==> src/rtl/uart_tx_buf.sv <==
// -----------------------------------------------------------------------------
// uart_tx_buf
//   Buffered UART transmitter. A byte is captured on every rising edge of
//   wrsig into a small FIFO, then serialised LSB first as 8-N-1. With
//   PARITY_EN set the frame is 8-E-1, or 8-O-1 when PARITY_ODD is also set.
//   Each serial bit lasts OVERSAMPLE clk cycles. Frames queued in the FIFO are
//   sent back to back, with no idle gap between them.
//
// Parameters
//   DEPTH       FIFO entries (power of two, >= 2)
//   OVERSAMPLE  clk cycles per serial bit (>= 2)
//   PARITY_EN   1 inserts a parity bit after D7
//   PARITY_ODD  parity sense when enabled: 0 = even, 1 = odd
//
// Ports
//   clk       in   oversampled baud clock, rising edge
//   rst_n     in   synchronous active-low reset
//   wrsig     in   write strobe; each 0->1 transition writes one byte
//   datain    in   byte to enqueue, sampled on the edge that detects the rise
//   tx        out  serial line, registered, idles high
//   idle      out  FSM in IDLE and FIFO empty
//   full      out  FIFO holds DEPTH entries
//   overflow  out  one-cycle pulse when a write is dropped
// -----------------------------------------------------------------------------
module uart_tx_buf #(
    parameter int DEPTH      = 4,
    parameter int OVERSAMPLE = 16,
    parameter bit PARITY_EN  = 1'b0,
    parameter bit PARITY_ODD = 1'b0
) (
    input  logic       clk,
    input  logic       rst_n,
    input  logic       wrsig,
    input  logic [7:0] datain,
    output logic       tx,
    output logic       idle,
    output logic       full,
    output logic       overflow
);

    localparam int AW = $clog2(DEPTH);
    localparam int TW = $clog2(OVERSAMPLE);
    localparam logic [AW:0]   FULL_COUNT = (AW + 1)'(DEPTH);
    localparam logic [TW-1:0] TIMER_LAST = TW'(OVERSAMPLE - 1);

    typedef enum logic [2:0] {
        S_IDLE,
        S_START,
        S_DATA,
        S_PARITY,
        S_STOP
    } state_t;

    // Edge detect and FIFO state
    logic          wr_prev_q;
    logic [AW:0]   wptr_q, wptr_d;
    logic [AW:0]   rptr_q, rptr_d;
    logic [7:0]    mem_q [DEPTH];
    logic          overflow_q;

    // Serialiser state
    state_t        state_q;
    logic [TW-1:0] timer_q;
    logic [2:0]    bit_idx_q;
    logic [7:0]    shift_q;
    logic          parity_q;
    logic          tx_q;

    logic          wr_req;
    logic          empty;
    logic          fifo_full;
    logic          push;
    logic          pop;
    logic          bit_done;
    logic [AW:0]   occupancy;
    logic [7:0]    head;

    always_comb begin
        // NOTE: every signal gets a value before any condition, so no latch can be inferred.
        wr_req    = wrsig & ~wr_prev_q;
        occupancy = wptr_q - rptr_q;
        empty     = (wptr_q == rptr_q);
        fifo_full = (occupancy == FULL_COUNT);
        bit_done  = (timer_q == TIMER_LAST);
        head      = mem_q[rptr_q[AW-1:0]];
        // A full FIFO drops the write even if a pop happens on the same edge.
        push      = wr_req & ~fifo_full;
        pop       = ~empty & ((state_q == S_IDLE) | ((state_q == S_STOP) & bit_done));
        wptr_d    = wptr_q;
        rptr_d    = rptr_q;
        if (push) wptr_d = wptr_q + (AW + 1)'(1);
        if (pop)  rptr_d = rptr_q + (AW + 1)'(1);
    end

    // wr_prev resets to 1, so a wrsig already high at reset release is not a write.
    always_ff @(posedge clk) begin
        // NOTE: sequential state uses non-blocking assignments so that every register samples pre-edge values.
        if (!rst_n) begin
            wr_prev_q  <= 1'b1;
            wptr_q     <= '0;
            rptr_q     <= '0;
            overflow_q <= 1'b0;
        end else begin
            wr_prev_q  <= wrsig;
            wptr_q     <= wptr_d;
            rptr_q     <= rptr_d;
            overflow_q <= wr_req & fifo_full;
        end
    end

    // NOTE: the storage array is not reset; the pointers alone define which entries are valid.
    always_ff @(posedge clk) begin
        if (push) mem_q[wptr_q[AW-1:0]] <= datain;
    end

    always_ff @(posedge clk) begin
        if (!rst_n) begin
            state_q   <= S_IDLE;
            timer_q   <= '0;
            bit_idx_q <= '0;
            shift_q   <= '0;
            parity_q  <= 1'b0;
            tx_q      <= 1'b1;
        end else begin
            timer_q <= bit_done ? '0 : timer_q + TW'(1);
            case (state_q)
                S_IDLE: begin
                    timer_q <= '0;
                    if (pop) begin
                        shift_q  <= head;
                        parity_q <= (^head) ^ PARITY_ODD;
                        tx_q     <= 1'b0;
                        state_q  <= S_START;
                    end
                end
                S_START: begin
                    if (bit_done) begin
                        bit_idx_q <= '0;
                        tx_q      <= shift_q[0];
                        state_q   <= S_DATA;
                    end
                end
                S_DATA: begin
                    if (bit_done) begin
                        if (bit_idx_q == 3'd7) begin
                            if (PARITY_EN) begin
                                tx_q    <= parity_q;
                                state_q <= S_PARITY;
                            end else begin
                                tx_q    <= 1'b1;
                                state_q <= S_STOP;
                            end
                        end else begin
                            // The shift register moves right so that the next bit is always at index 1.
                            bit_idx_q <= bit_idx_q + 3'd1;
                            tx_q      <= shift_q[1];
                            shift_q   <= {1'b0, shift_q[7:1]};
                        end
                    end
                end
                S_PARITY: begin
                    if (bit_done) begin
                        tx_q    <= 1'b1;
                        state_q <= S_STOP;
                    end
                end
                S_STOP: begin
                    if (bit_done) begin
                        if (pop) begin
                            // When the FIFO is not empty, the next start bit follows with no idle gap.
                            shift_q  <= head;
                            parity_q <= (^head) ^ PARITY_ODD;
                            tx_q     <= 1'b0;
                            state_q  <= S_START;
                        end else begin
                            state_q <= S_IDLE;
                        end
                    end
                end
                default: begin
                    tx_q    <= 1'b1;
                    state_q <= S_IDLE;
                end
            endcase
        end
    end

    assign tx       = tx_q;
    assign idle     = (state_q == S_IDLE) & empty;
    assign full     = fifo_full;
    assign overflow = overflow_q;

endmodule

==> config.mk <==
export PLATFORM = sky130hd
export DESIGN_NAME = uart_tx_buf
export DESIGN_NICKNAME = d
export VERILOG_FILES = /design/src/rtl/uart_tx_buf.sv
export SDC_FILE = /design/constraint.sdc
export NUM_CORES = 1
export LEC_CHECK = 0
export ABC_AREA = 1
export BUFFER_PORTS_ARGS = -buffer_cell sky130_fd_sc_hd__buf_2
export CAP_MARGIN = 20
export CORE_MARGIN = 2
export CORE_UTILIZATION = 40
export DETAILED_ROUTE_END_ITERATION = 12
export SLEW_MARGIN = 20
export SYNTH_ARGS = -nofsm -noshare
export SYNTH_HDL_FRONTEND = slang
export SYNTH_SLANG_ARGS = --single-unit
export TNS_END_PERCENT = 50
==> constraint.sdc <==
create_clock -name clk -period 1.8 [get_ports clk]
set_clock_uncertainty 0.1 [all_clocks]
set_input_delay 0.36 -clock clk [delete_from_list [all_inputs] [get_ports clk]]
set_output_delay 0.36 -clock clk [all_outputs]
set_load 0.005 [all_outputs]
# Word level (Yosys, flattened, before mapping)
# Memory sizes are Yosys's and may differ from the RTL's. A register that Yosys moved wholly into a read port is not among the register bits.
# Index checks and enable logic that the tools add are counted.
dict set report word_totals {
  wordCells 77
  n_memories 1
  reg_bits 27
  mem_bits_rw 32
}
# name words word_bits read_ports rd_ports_with_merged_regs wr line
set memory_table {}
lappend memory_table {mem_q 4 8 1 1 1 58} ;# logic [7:0] mem_q [DEPTH];
dict set report classes {
  n_reduce_logical 8
  n_addsub 5
  bitwise 11
  muxes 28
  eq_ne 15
}
# op n
set op_table {}
lappend op_table {{2-to-1 mux 8 bit} 4}
lappend op_table {{2-to-1 mux 3 bit} 9}
lappend op_table {{one-hot mux 8 bit (3 select lines)} 1}
lappend op_table {{one-hot mux 3 bit (5 select lines)} 1}
lappend op_table {{!= test 2 bit (second input constant)} 7}
lappend op_table {{AND reduction 4 bit} 3}
lappend op_table {{adder 3 x 1 -> 3 bit (second input constant)} 3}
lappend op_table {{== test 3 bit (second input constant)} 3}
lappend op_table {{2-to-1 mux 1 bit} 9}
lappend op_table {{bitwise AND 1 bit} 6}
lappend op_table {{== test 3 x 2 -> 1 bit (second input constant)} 2}
lappend op_table {{one-hot mux 3 bit (2 select lines)} 1}
lappend op_table {{AND reduction 6 bit} 1}
lappend op_table {{one-hot mux 1 bit (5 select lines)} 1}
lappend op_table {{adder 4 x 1 -> 4 bit (second input constant)} 1}
lappend op_table {{== test 4 bit (second input constant)} 1}
lappend op_table {{2-to-1 mux 2 bit} 2}
lappend op_table {{inverter 1 bit} 4}
lappend op_table {{== test 3 x 1 -> 1 bit (second input constant)} 1}
lappend op_table {{== test 3 bit} 1}
lappend op_table {{logical NOT 3 bit} 1}
lappend op_table {{nonzero test 3 bit} 1}
lappend op_table {{OR reduction 3 bit} 1}
lappend op_table {{subtractor 3 bit} 1}
lappend op_table {{2 further kinds} 2}

# Longest topological paths before layout
# Gate-level depths: netlist (run 1).
dict set report logic_depth {
  word_depth 7
  ltp_mapped 12
}

# Least setup slack after synthesis (run 1)
# No wires, ideal clock.
dict set report synth_path {
  path_kind {register -> register}
  startpoint {register rptr_q[1]}
  endpoint {memory mem_q[0][0], enable pin}
  path_slack_ns -0.160
  stages_incl_launch_ff 8
  setup_ns 0.371
  arrival_time_ns 1.490
  path_buffers 0
  required_time_ns 1.329
  period_less_slack_ns 1.960
  cell_sequence {dfxtp_1 inv_1 ha_1 a21oi_1 nand2_1 nand3_1 nand2_1 nor2_1}
}
dict set report synth_between {
  elab_chain_cells 6
}
# element line
set synth_lines {}
lappend synth_lines {{start, declared} 57} ;# logic [AW:0] rptr_q, rptr_d;
lappend synth_lines {{start signal, assigned} 106} ;# rptr_q <= rptr_d;
lappend synth_lines {{subtractor 3 bit} 81} ;# occupancy = wptr_q - rptr_q;
lappend synth_lines {{== test 3 bit} 83} ;# fifo_full = (occupancy == FULL_COUNT);
lappend synth_lines {{inverter 1 bit} 87} ;# push = wr_req & ~fifo_full;
lappend synth_lines {{bitwise AND 1 bit} 87}
lappend synth_lines {{2-to-1 mux 1 bit} 113} ;# if (push) mem_q[wptr_q[AW-1:0]] <= datain;
lappend synth_lines {{2-to-1 mux 1 bit (implied by the code)} 113}
lappend synth_lines {{end, declared} 58}
# No other way between the ends.

# Worst setup path after layout (run 1)
dict set report layout_path {
  startpoint {register rptr_q[1]}
  endpoint {output full}
}
dict set report layout_between {
  elab_chain_cells 2
}
# element line
set layout_lines {}
lappend layout_lines {{subtractor 3 bit} 81}
lappend layout_lines {{== test 3 bit} 83}
lappend layout_lines {{end, declared} 37} ;# output logic full,
# No other way between the ends.

==> results of run 1 <==
==> metrics by stage <==
stage               cell area, um^2  hold slack, ps  power, uW  setup WS [ps]
detailed placement             3060             322       3680           -133
global route                   3400             131       5820           -219
floorplan                      2820             301       3230          -60.6
global placement               3060             317       3660          -54.0
CTS                            3340             113       5260           -160
finish                         3400             124       5390           -144
==> metal layers <==
layer / vias up / GRT usage, % / share of wire, %
met2: 23 / 25.2 / 45
li1: 1105 / - / -
met3: 9 / 4.05 / 3.0
met1: 940 / 23.0 / 50
met5: - / 0 / 0
met4: 0 / 7.97 / 1.9
==> layout by cell type, fill, tap and decap left out, types with 2 or more instances in the layout <==
cell type	netlist	routed
a21oi_1	10	9
a21oi_2	1	2
buf_2	4	13
buf_4	1	16
buf_6	1	3
bufinv_16	0	3
clkbuf_1	3	2
clkbuf_8	0	9
dfxtp_1	29	24
dfxtp_2	0	5
edfxtp_1	32	32
ha_1	10	8
ha_4	0	2
inv_1	32	28
inv_2	1	5
nand2_1	77	75
nand2_2	3	5
nand3_1	12	11
nand3_2	2	2
nand3_4	2	3
nor2_1	65	60
nor2_2	1	5
nor2_4	1	2
o21ai_0	26	26
xor2_1	2	2
==> layout make-up <==
type / instances / area, um^2 / share of cell area (%)
flip-flops and latches: 61 / 1550 / 45.5
multi-input cells: 220 / 1160 / 34.2
repair buffers: 32 / 219 / 6.43
clock buffers: 11 / 131 / 3.86
inverters: 33 / 124 / 3.64
well taps: 96 / 120 / 3.53
clock inverters: 5 / 98.8 / 2.90
==> synth_stat cells, types with 2 or more instances <==
cell,n
xor2_1,2
nor2_1,65
inv_1,32
nand3_1,12
nand2_2,3
buf_2,4
nand2_4,2
edfxtp_1,32
dfxtp_1,29
nand3_4,2
a21oi_1,10
nand2_1,77
clkbuf_1,3
ha_1,10
o21ai_0,26
nand3_2,2
==> sequential cells by signal, indices dropped and copies added, names as in the netlist, named ones only <==
name and count:
overflow 1, timer_q 4, rptr_q 3, wr_prev_q 1, state_q 3, bit_idx_q 3
wptr_q 3, tx 1, mem_q 32, shift_q 8
==> path summary, 6_finish.rpt <==
check	start	slack (ps)	depth (start not counted)	endpoint
worst max register to register	rptr_q[1]$_SDFFE_PN0P_	-20	9	mem_q[2][5]$_DFFE_PP_
worst min register to register	wr_prev_q$_SDFF_PN1_	330	1	overflow$_SDFF_PN0_
worst min-delay path	wrsig	120	3	wr_prev_q$_SDFF_PN1_
worst max-delay path	rptr_q[1]$_SDFFE_PN0P_	-140	9	full
==> worst max-delay path: cells and delay by family, from the launching register on <==
kind,cells,cell delay [ps]
buffers and inverters,4,280
flip-flops,1,340
AND/OR/NAND/NOR,4,240
adder cells (fa/ha/maj),1,280
==> power by group through the flow <==
stage | Sequential, uW | Clock [uW] | Combinational, uW
floorplan | 1770 | 0 | 1460
global placement | 1790 | 0 | 1870
detailed placement | 1800 | 0 | 1880
CTS | 1770 | 1450 | 2040
global route | 1800 | 1520 | 2500
finish | 1780 | 1420 | 2180
==> repair_timing <==
action / CTS / global route
resized for setup: 13 / 10
setup buffers: 1 / 3
endpoints found under the setup margin: 36 / 37
pin swaps: 5 / 7
==> cell families after synthesis <==
logic type	synth area share, %
AO/OA/AOI/OAI	7.05
XOR/XNOR	0.937
adder cells (fa/ha/maj)	4.46
buffers and inverters	6.20
flip-flops	55.0
AND/OR/NAND/NOR	26.4
==> metrics.cfg, run 1 <==
[clock_tree]
cts_inserted_buffers = 9
cts_tree = done
max-clock-path-buffers = 2
clk_latency_ps = 340
htreeDepth = 3
cts.sink_count = 61
clk_pin_slew_ps = 70
cts-root-buf = clkbuf_8
hold_buffers = 0

[timing]
period_share_pct = 108
fin_crit_ps = 1940
setup_slack_ps = -144
finalMaxSlewViolations = 0
rsz0062_at_grt = true
finalHoldViolations = 0
finalSetupViolations = 18
max-slew-margin-rel_pct = 74.6
tns_ps = -468
max_freq_mhz = 514
tightest_slew_ps = 381

[status]
violations = negative setup slack
status = finished, violations left

[worst_setup_path]
cp-start-kind = flop
cp.required_ps = 1340
max_stage_delay_ps = 340
slowest_stage = dfxtp_2
crit_fanout = 3
worstSetupEndpointType = output port
critPathArrivalTime_ps = 1480
crit_chain = inv_2 > ha_4 > nand2_2 > nand2_1 > nand2_1 > nand3_2 > buf_6 > inv_2 > buf_6
path_class = flop to output port

[power_and_ir_drop]
power.density_mw_per_mm2 = 1580
p_leak_uw = 0.00145
pwr-share-seq_pct = 33.1
clkPwrFrac_pct = 26.4
switchingPower_uw = 1970
intPower_uw = 3420
power_switching_share_pct = 36.5
ir_drop_mv = 0.755
p_comb_share_pct = 40.5

[place]
dp.cells = 438
globalplace.congestion = 0.814
hpwl_um = 4030
portBuffers = 14

[grt]
grt_pass1_vias = 2014
overflow = 0
grtUsageTotal_pct = 16.8
grt_max_degree = 17
antenna_found_initial = 0
grt_pass1_wl_um = 9540

[floorplanning]
initial_utilization_pct = 41.3
rows = 30
core_mm2 = 0.00679
io_pins = 15
die_w_um = 87.7
dieArea_mm2 = 0.00770
die_h_um = 87.7

[hold_path]
hold_class = input pin to flop

[detailed_routing]
ant_nets = 0
viasPerCell = 4.53
num_vias = 2077
drtPass1Iterations = 4
wirelength_um = 5670
drc = 0
drtIter0Drc = 111
routedWlPerCell_um = 12.4

[logic_synthesis]
ys_seq_area_share_pct = 55.0
synth_top_area_share_pct = 34.3
yosys.area.top_type = edfxtp_1
ys_ff_latch = 61
async_flop_share_pct = 0
ys_types = 28
syn_nets = 344
synth_area_leaders = edfxtp_1 (34%), dfxtp_1 (21%), nand2_1 (10%)
yosysWarnings = 0
synth_edf_count = 32
syn_inst = 323
netlist_area_mm2 = 0.00281
ys.flop_type = edfxtp_1
syn_avg_cell_area_um2 = 8.68

[layout]
area_growth_pct = 21.3
diodes = 0
nFillCells = 632
nNetsFinal = 378
post_layout_nonfiller_instances = 458
drive_above_1_share_pct = 22.1
fin_util_pct = 50.1

[run]
maxCapViolCount = 0

No activity file was read; power rests on OpenSTA's default activity.
==> inputs of run 2 (changes only) <==
==> constraint.sdc (replaced) <==
create_clock -name clk -period 2.2 [get_ports clk]
set_clock_uncertainty 0.1 [all_clocks]
set_input_delay 0.44 -clock clk [delete_from_list [all_inputs] [get_ports clk]]
set_output_delay 0.44 -clock clk [all_outputs]
set_load 0.005 [all_outputs]
==> run 2 against run 1 <==
Net effect: the run now ends clean; global-route usage shrank 0.24 points; total power is 25% lower; wire length down 2.7%; critical path depth is 2 lower; hold slack better by 75 ps; core utilization is 2.3 points lower; die area unchanged; sequential power fell by 17%; sequential share of layout area rose by 2.1 points; combinational power fell by 30%; critical path type unchanged; critical endpoint is now idle; largest cell class unchanged; largest power group unchanged.
==> metrics.cfg, run 2 (same netlist as run 1, synthesis figures left out) <==
[worst_setup_path]
crit_fanout = 4  ; was 3
path_buf_inv = 3  ; was 4
path_class = flop to output port  ; unchanged
critPathArrivalTime_ps = 1510  ; was 1480 ps
worstSetupEndpointType = output port  ; unchanged
cp.required_ps = 1660  ; was 1340 ps
slowest_stage = dfxtp_2  ; unchanged
cp_top_family = flip-flops  ; unchanged
crit_chain = inv_1 > ha_1 > nand2_1 > inv_2 > nand3_4 > nor2_2 > buf_2  ; was inv_2 > ha_4 > nand2_2 > nand2_1 > nand2_1 > nand3_2 > buf_6 > inv_2 > buf_6
max_stage_delay_ps = 360  ; was 340 ps
cp-start-kind = flop  ; unchanged

[layout]
diodes = 0  ; unchanged
final_common_cell = nand2_1  ; unchanged
area_growth_pct = 15.7  ; was 21.3%
post_layout_nonfiller_instances = 447  ; was 458
largest_reg_flops = 32  ; unchanged
nNetsFinal = 367  ; was 378
final_cell_mix = nand2_1 (77), nor2_1 (64), edfxtp_1 (32), inv_1 (31), dfxtp_1 (28)  ; was nand2_1 (75), nor2_1 (60), edfxtp_1 (32), inv_1 (28), o21ai_0 (26)
drive_above_1_share_pct = 16.0  ; was 22.1%
nFillCells = 662  ; was 632

[timing]
rsz0062_at_grt = false  ; was true
max-slew-margin-rel_pct = 70.8  ; was 74.6%
hold_ws_ps = 199  ; was 124 ps
max_freq_mhz = 489
period_share_pct = 93.0
finalMaxSlewViolations = 0  ; unchanged
tightest_slew_ps = 437  ; was 381 ps
tns_ps = 0  ; was -468 ps
fin_crit_ps = 2050
setup_slack_ps = 154  ; was -144 ps
finalSetupViolations = 0  ; was 18
finalHoldViolations = 0  ; unchanged

[clock_tree]
clk_pin_slew_ps = 70  ; about the same
hold_buffers = 0  ; unchanged
cts.sink_count = 61  ; unchanged
cts_inserted_buffers = 9  ; unchanged
max-clock-path-buffers = 2  ; unchanged
cts-root-buf = clkbuf_8  ; unchanged
cts_setup_buffers = 0  ; was 1
htreeDepth = 3  ; unchanged
ctsResizeCount = 0  ; was 13
clk_latency_ps = 340  ; about the same
cts_tree = done  ; unchanged

[floorplanning]
rows = 30  ; unchanged
die_w_um = 87.7  ; unchanged
initial_utilization_pct = 41.3  ; unchanged
dieArea_mm2 = 0.00770  ; unchanged
die_h_um = 87.7  ; unchanged
io_pins = 15  ; unchanged
core_mm2 = 0.00679  ; unchanged

[grt]
grt_max_degree = 19  ; was 17
grt_pass1_vias = 1982  ; was 2,014
grtUsageTotal_pct = 16.6  ; was 16.8%
overflow = 0  ; unchanged
grt_pass1_wl_um = 9370  ; was 9540 um
antenna_found_initial = 0  ; unchanged

[detailed_routing]
wirelength_um = 5520  ; was 5670 um
viasPerCell = 4.63  ; was 4.53
routedWlPerCell_um = 12.4  ; about the same
ant_nets = 0  ; unchanged
drtPass1Iterations = 4  ; unchanged
drc = 0  ; unchanged
drtIter0Drc = 190  ; was 111
num_vias = 2071  ; was 2,077

[power_and_ir_drop]
ir_drop_mv = 0.445  ; was 0.755 mV
p_comb_share_pct = 37.4  ; was 40.5%
power_switching_share_pct = 38.1  ; was 36.5%
clkPwrFrac_pct = 26.4  ; about the same
p_leak_uw = 0.00138  ; was 0.00145 uW
intPower_uw = 2510  ; was 3420 uW
power.total_uw = 4050  ; was 5390 uW
power.density_mw_per_mm2 = 1250  ; was 1580 mW/mm^2
pwr-share-seq_pct = 36.2  ; was 33.1%
switchingPower_uw = 1540  ; was 1970 uW

[place]
portBuffers = 14  ; unchanged
hpwl_um = 3880  ; was 4030 um
globalplace.congestion = 0.768  ; was 0.814
place_ws_ps = 160  ; was -133 ps
dp.cells = 431  ; was 438

[status]
status = finished, final reports clean  ; was finished, violations left

[hold_path]
hold_class = input pin to flop  ; unchanged

[run]
maxCapViolCount = 0  ; unchanged

## run 2: worst paths after layout
check	cells after the start	slack, ps	endpoint	from
setup reg to reg	7	280	mem_q[3][4]$_DFFE_PP_	wptr_q[1]$_SDFFE_PN0P_
hold / removal	3	200	wr_prev_q$_SDFF_PN1_	wrsig
setup / recovery	7	150	idle	wptr_q[0]$_SDFFE_PN0P_
hold reg to reg	1	320	overflow$_SDFF_PN0_	wr_prev_q$_SDFF_PN1_
## run 2: stage by stage
step	cell area, um^2	utilization, %
floorplan	2810	-
global placement	3000	44.1
detailed placement	3000	44.1
CTS	3210	47.3
global route	3250	47.8
finish	3250	47.8
## run 2: final cells by class
class,instances,area (um^2),share of cell area (%)
sequential,61,1540,47.5
multi-input combinational,220,1120,34.5
clock buffer,10,128,3.93
inverter,33,124,3.82
timing repair buffer,21,123,3.78
tap,96,120,3.70
clock inverter,6,87.6,2.70
## run 2: layer usage
| metal | GRT usage [%] | part of all wire, % | up-vias |
|---|---|---|---|
| met1 | 21.3 | 48 | 935 |
| met2 | 25.8 | 44 | 38 |
| met5 | 0 | 0 | - |
| met4 | 7.97 | 2.6 | 0 |
| li1 | - | - | 1084 |
| met3 | 4.90 | 5.1 | 14 |
## run 2: power by group through the flow
stage	sequential, uW	clock (uW)	combinational [uW]
3_5_place_dp	1490	0	1460
2_1_floorplan	1450	0	1190
4_1_cts	1460	1100	1480
5_1_grt	1490	1150	1780
3_3_place_gp	1490	0	1440
6_report	1470	1070	1520
## run 2: worst reg2reg max path, stage by stage (launching register included)
cell and delay [ps]:
dfxtp_1 450, ha_4 250, a21oi_2 130, nand2_1 70, nand3_2 90, nand2_1 170
nor2_1 170, buf_4 190
==> inputs of run 3 (changes only) <==
--- a/config.mk
+++ b/config.mk
@@ -5,7 +5,6 @@
 export SDC_FILE = /design/constraint.sdc
 export NUM_CORES = 1
 export LEC_CHECK = 0
-export ABC_AREA = 1
 export BUFFER_PORTS_ARGS = -buffer_cell sky130_fd_sc_hd__buf_2
 export CAP_MARGIN = 20
 export CORE_MARGIN = 2
==> run 3 against run 2 <==
Net effect: combinational power down 45%; setup slack worse by 85 ps; sequential power down 3%; fmax down 4.0%; wire length down 13%; global-route usage down 2.2 points; die area down 3.3%; largest power group is now registers; synthesized cell count down 37%.
==> metrics.cfg, run 3 <==
[logic_synthesis]
synth_xor_area_share_pct = 2.63  ; was 0.937%
ys_seq_area_share_pct = 56.9  ; was 55.0%
synth-compound-area-share_pct = 10.5  ; was 7.05%
ys_types = 43  ; was 28
synthMuxAreaShare_pct = 11.8  ; was 0%
synth_common_cells = edfxtp_1 (32), dfxtp_1 (29), mux2i_1 (14)  ; was nand2_1 (77), nor2_1 (65), edfxtp_1 (32), inv_1 (32), dfxtp_1 (29)
yosysWarnings = 0  ; unchanged
async_flop_share_pct = 0  ; unchanged
synth_edf_count = 32  ; unchanged
yosys.area.top_type = edfxtp_1  ; unchanged
yosysMostFrequentCell = edfxtp_1  ; was nand2_1
syn_nets = 226  ; was 344
syn_inst = 205  ; was 323
synth_top_family_by_area = multiplexers  ; was simple AND/OR/NAND/NOR gates
synth_adder_area_share_pct = 4.62  ; was 4.46%
synth_area_leaders = edfxtp_1 (35%), dfxtp_1 (21%), mux4_2 (6.7%)  ; was edfxtp_1 (34%), dfxtp_1 (21%), nand2_1 (10%)
synthSimpleGateAreaFrac_pct = 11.5  ; was 26.4%
netlist_area_mm2 = 0.00271  ; was 0.00281 mm^2
syn_avg_cell_area_um2 = 13.2  ; was 8.68 um^2
synth_top_area_share_pct = 35.5  ; was 34.3%
ys.flop_type = edfxtp_1  ; unchanged
ys_ff_latch = 61  ; unchanged

[run]
maxCapViolCount = 0  ; unchanged

[timing]
setup_slack_ps = 68.4  ; was 154 ps
max_freq_mhz = 469  ; was 489 MHz
finalMaxSlewViolations = 0  ; unchanged
finalHoldViolations = 0  ; unchanged
tightest_slew_ps = 533  ; was 437 ps
finalSetupViolations = 0  ; unchanged
max-slew-margin-rel_pct = 64.5  ; was 70.8%
fin_crit_ps = 2130  ; was 2050 ps
hold_ws_ps = 203  ; was 199 ps
period_share_pct = 96.9  ; was 93.0%

[detailed_routing]
drtPass1Iterations = 4  ; unchanged
ant_nets = 0  ; unchanged
drtIter0Drc = 79  ; was 190
routedWlPerCell_um = 15.3  ; was 12.4 um
num_vias = 1620  ; was 2,071
wirelength_um = 4820  ; was 5520 um
drc = 0  ; unchanged
viasPerCell = 5.16  ; was 4.63

[layout]
largest_reg_flops = 32  ; unchanged
drive_above_1_share_pct = 27.0  ; was 16.0%
area_growth_pct = 16.2  ; was 15.7%
final_cell_mix = edfxtp_1 (32), dfxtp_1 (25), mux2i_1 (14), buf_2 (14), nand2_1 (12)  ; was nand2_1 (77), nor2_1 (64), edfxtp_1 (32), inv_1 (31), dfxtp_1 (28)
final_common_cell = edfxtp_1  ; was nand2_1
diodes = 0  ; unchanged
nNetsFinal = 253  ; was 367
design_area_mm2 = 0.00315  ; was 0.00325 mm^2

[floorplanning]
initial_utilization_pct = 41.9  ; was 41.3%
rows = 29  ; was 30
die_w_um = 86.3  ; was 87.7 um
dieArea_mm2 = 0.00744  ; was 0.00770 mm^2
io_pins = 15  ; unchanged
core_mm2 = 0.00646  ; was 0.00679 mm^2
die_h_um = 86.3  ; was 87.7 um

[power_and_ir_drop]
ir_drop_mv = 0.424  ; was 0.445 mV
power.density_mw_per_mm2 = 1020  ; was 1250 mW/mm^2
p_leak_uw = 0.00117  ; was 0.00138 uW
power.total_uw = 3220  ; was 4050 uW

[clock_tree]
clk_pin_slew_ps = 70  ; about the same
htreeDepth = 3  ; unchanged
cts_inserted_buffers = 9  ; unchanged
cts-root-buf = clkbuf_8  ; unchanged
max-clock-path-buffers = 2  ; unchanged
cts.sink_count = 61  ; unchanged
cts_tree = done  ; unchanged
clk_latency_ps = 330  ; was 340 ps

[grt]
grt_pass1_wl_um = 8070  ; was 9370 um
grtUsageTotal_pct = 14.4  ; was 16.6%
overflow = 0  ; unchanged
antenna_found_initial = 0  ; unchanged
grt_max_degree = 33  ; was 19
grt_pass1_vias = 1615  ; was 1,982

[place]
globalplace.congestion = 0.759  ; was 0.768
dpl-instance-area_mm2 = 0.00289  ; was 0.00300 mm^2
place_ws_ps = 95.6  ; was 160 ps
hpwl_um = 3180  ; was 3880 um
portBuffers = 14  ; unchanged

[hold_path]
hold_class = input pin to flop  ; unchanged

[worst_setup_path]
cp-start-kind = flop  ; unchanged
path_class = flop to output port  ; unchanged
critPathArrivalTime_ps = 1590  ; was 1510 ps
crit_fanout = 7  ; was 4
worstSetupEndpointType = output port  ; unchanged
cp.required_ps = 1660  ; about the same

[status]
status = finished, final reports clean  ; unchanged

[run 3: changes by cell type after synthesis, moves of 3 or more]
cell / before / now
o21ai_0: 26 / 3
nand3_1: 12 / 5
o31ai_1: 0 / 7
nor2b_1: 0 / 5
nor2_1: 65 / 7
nand2b_1: 0 / 7
and2_1: 0 / 8
nand2_1: 77 / 12
nand2_2: 3 / 0
and3_1: 0 / 3
mux4_2: 0 / 8
mux2i_1: 0 / 14
inv_1: 32 / 4
clkbuf_1: 3 / 6
[run 3: cells by family after synthesis]
| logic type | count (synthesis) |
|---|---|
| flip-flops | 61 |
| AND/OR/NAND/NOR | 57 |
| AO/OA/AOI/OAI | 36 |
| multiplexers | 22 |
| buffers and inverters | 13 |
| adder cells (fa/ha/maj) | 10 |
| XOR/XNOR | 6 |
[run 3: worst max-delay path, stage by stage, from the launching register on]
cell     delay, ps
dfxtp_1        410
ha_1           280
and2_4         180
buf_8          120
and2_1         140
buf_2          130
[run 3: cell type report]
class,count,area [um^2]
fill,578,3310
sequential,61,1550
multi-input combinational,131,1140
timing repair buffer,25,160
clock buffer,9,124
tap,77,96.3
clock inverter,7,66.3
inverter,4,15.0
[run 3: stage by stage]
step                utilization (%)  cells  TNS, ps
finish                         48.7    314        0
detailed placement             44.7    294        0
global route                   48.7    314    -2.47
global placement               44.7    294        0
floorplan                         -    205        0
CTS                            48.1    310        0
[run 3: path summary, 6_finish.rpt]
check | depth (start not counted) | slack (ps) | end | from
hold reg to reg | 1 | 360 | timer_q[0]$_SDFF_PP0_ | timer_q[0]$_SDFF_PP0_
setup reg to reg | 6 | 170 | bit_idx_q[0]$_SDFFE_PN0P_ | bit_idx_q[0]$_SDFFE_PN0P_
hold / removal | 2 | 200 | wr_prev_q$_SDFF_PN1_ | wrsig
setup / recovery | 5 | 70 | full | wptr_q[1]$_SDFFE_PN0P_
[run 3: where the power goes]
group          leakage [uW]  internal (uW)  switching [uW]
registers          0.000527           1320             100
logic              0.000555            439             394
clock network     0.0000903            515             451
[run 3: timing repair]
action / CTS / global route
pin swaps: 1 / 2
hold endpoints to repair: 0 / 0
gates cloned: 0 / 0
setup buffers: 0 / 4
resized for setup: 7 / 4
setup endpoints to repair: 2 / 2
hold buffers: 0 / 0
[run 3: metal layers]
| layer | global-route usage [%] | routed length [um] | vias up |
|---|---|---|---|
| met4 | 5.54 | 63 | 0 |
| met1 | 19.9 | 2450 | 773 |
| met2 | 21.1 | 2140 | 23 |
| met5 | 0 | 0 | - |
| met3 | 4.57 | 164 | 7 |
| li1 | - | - | 817 |
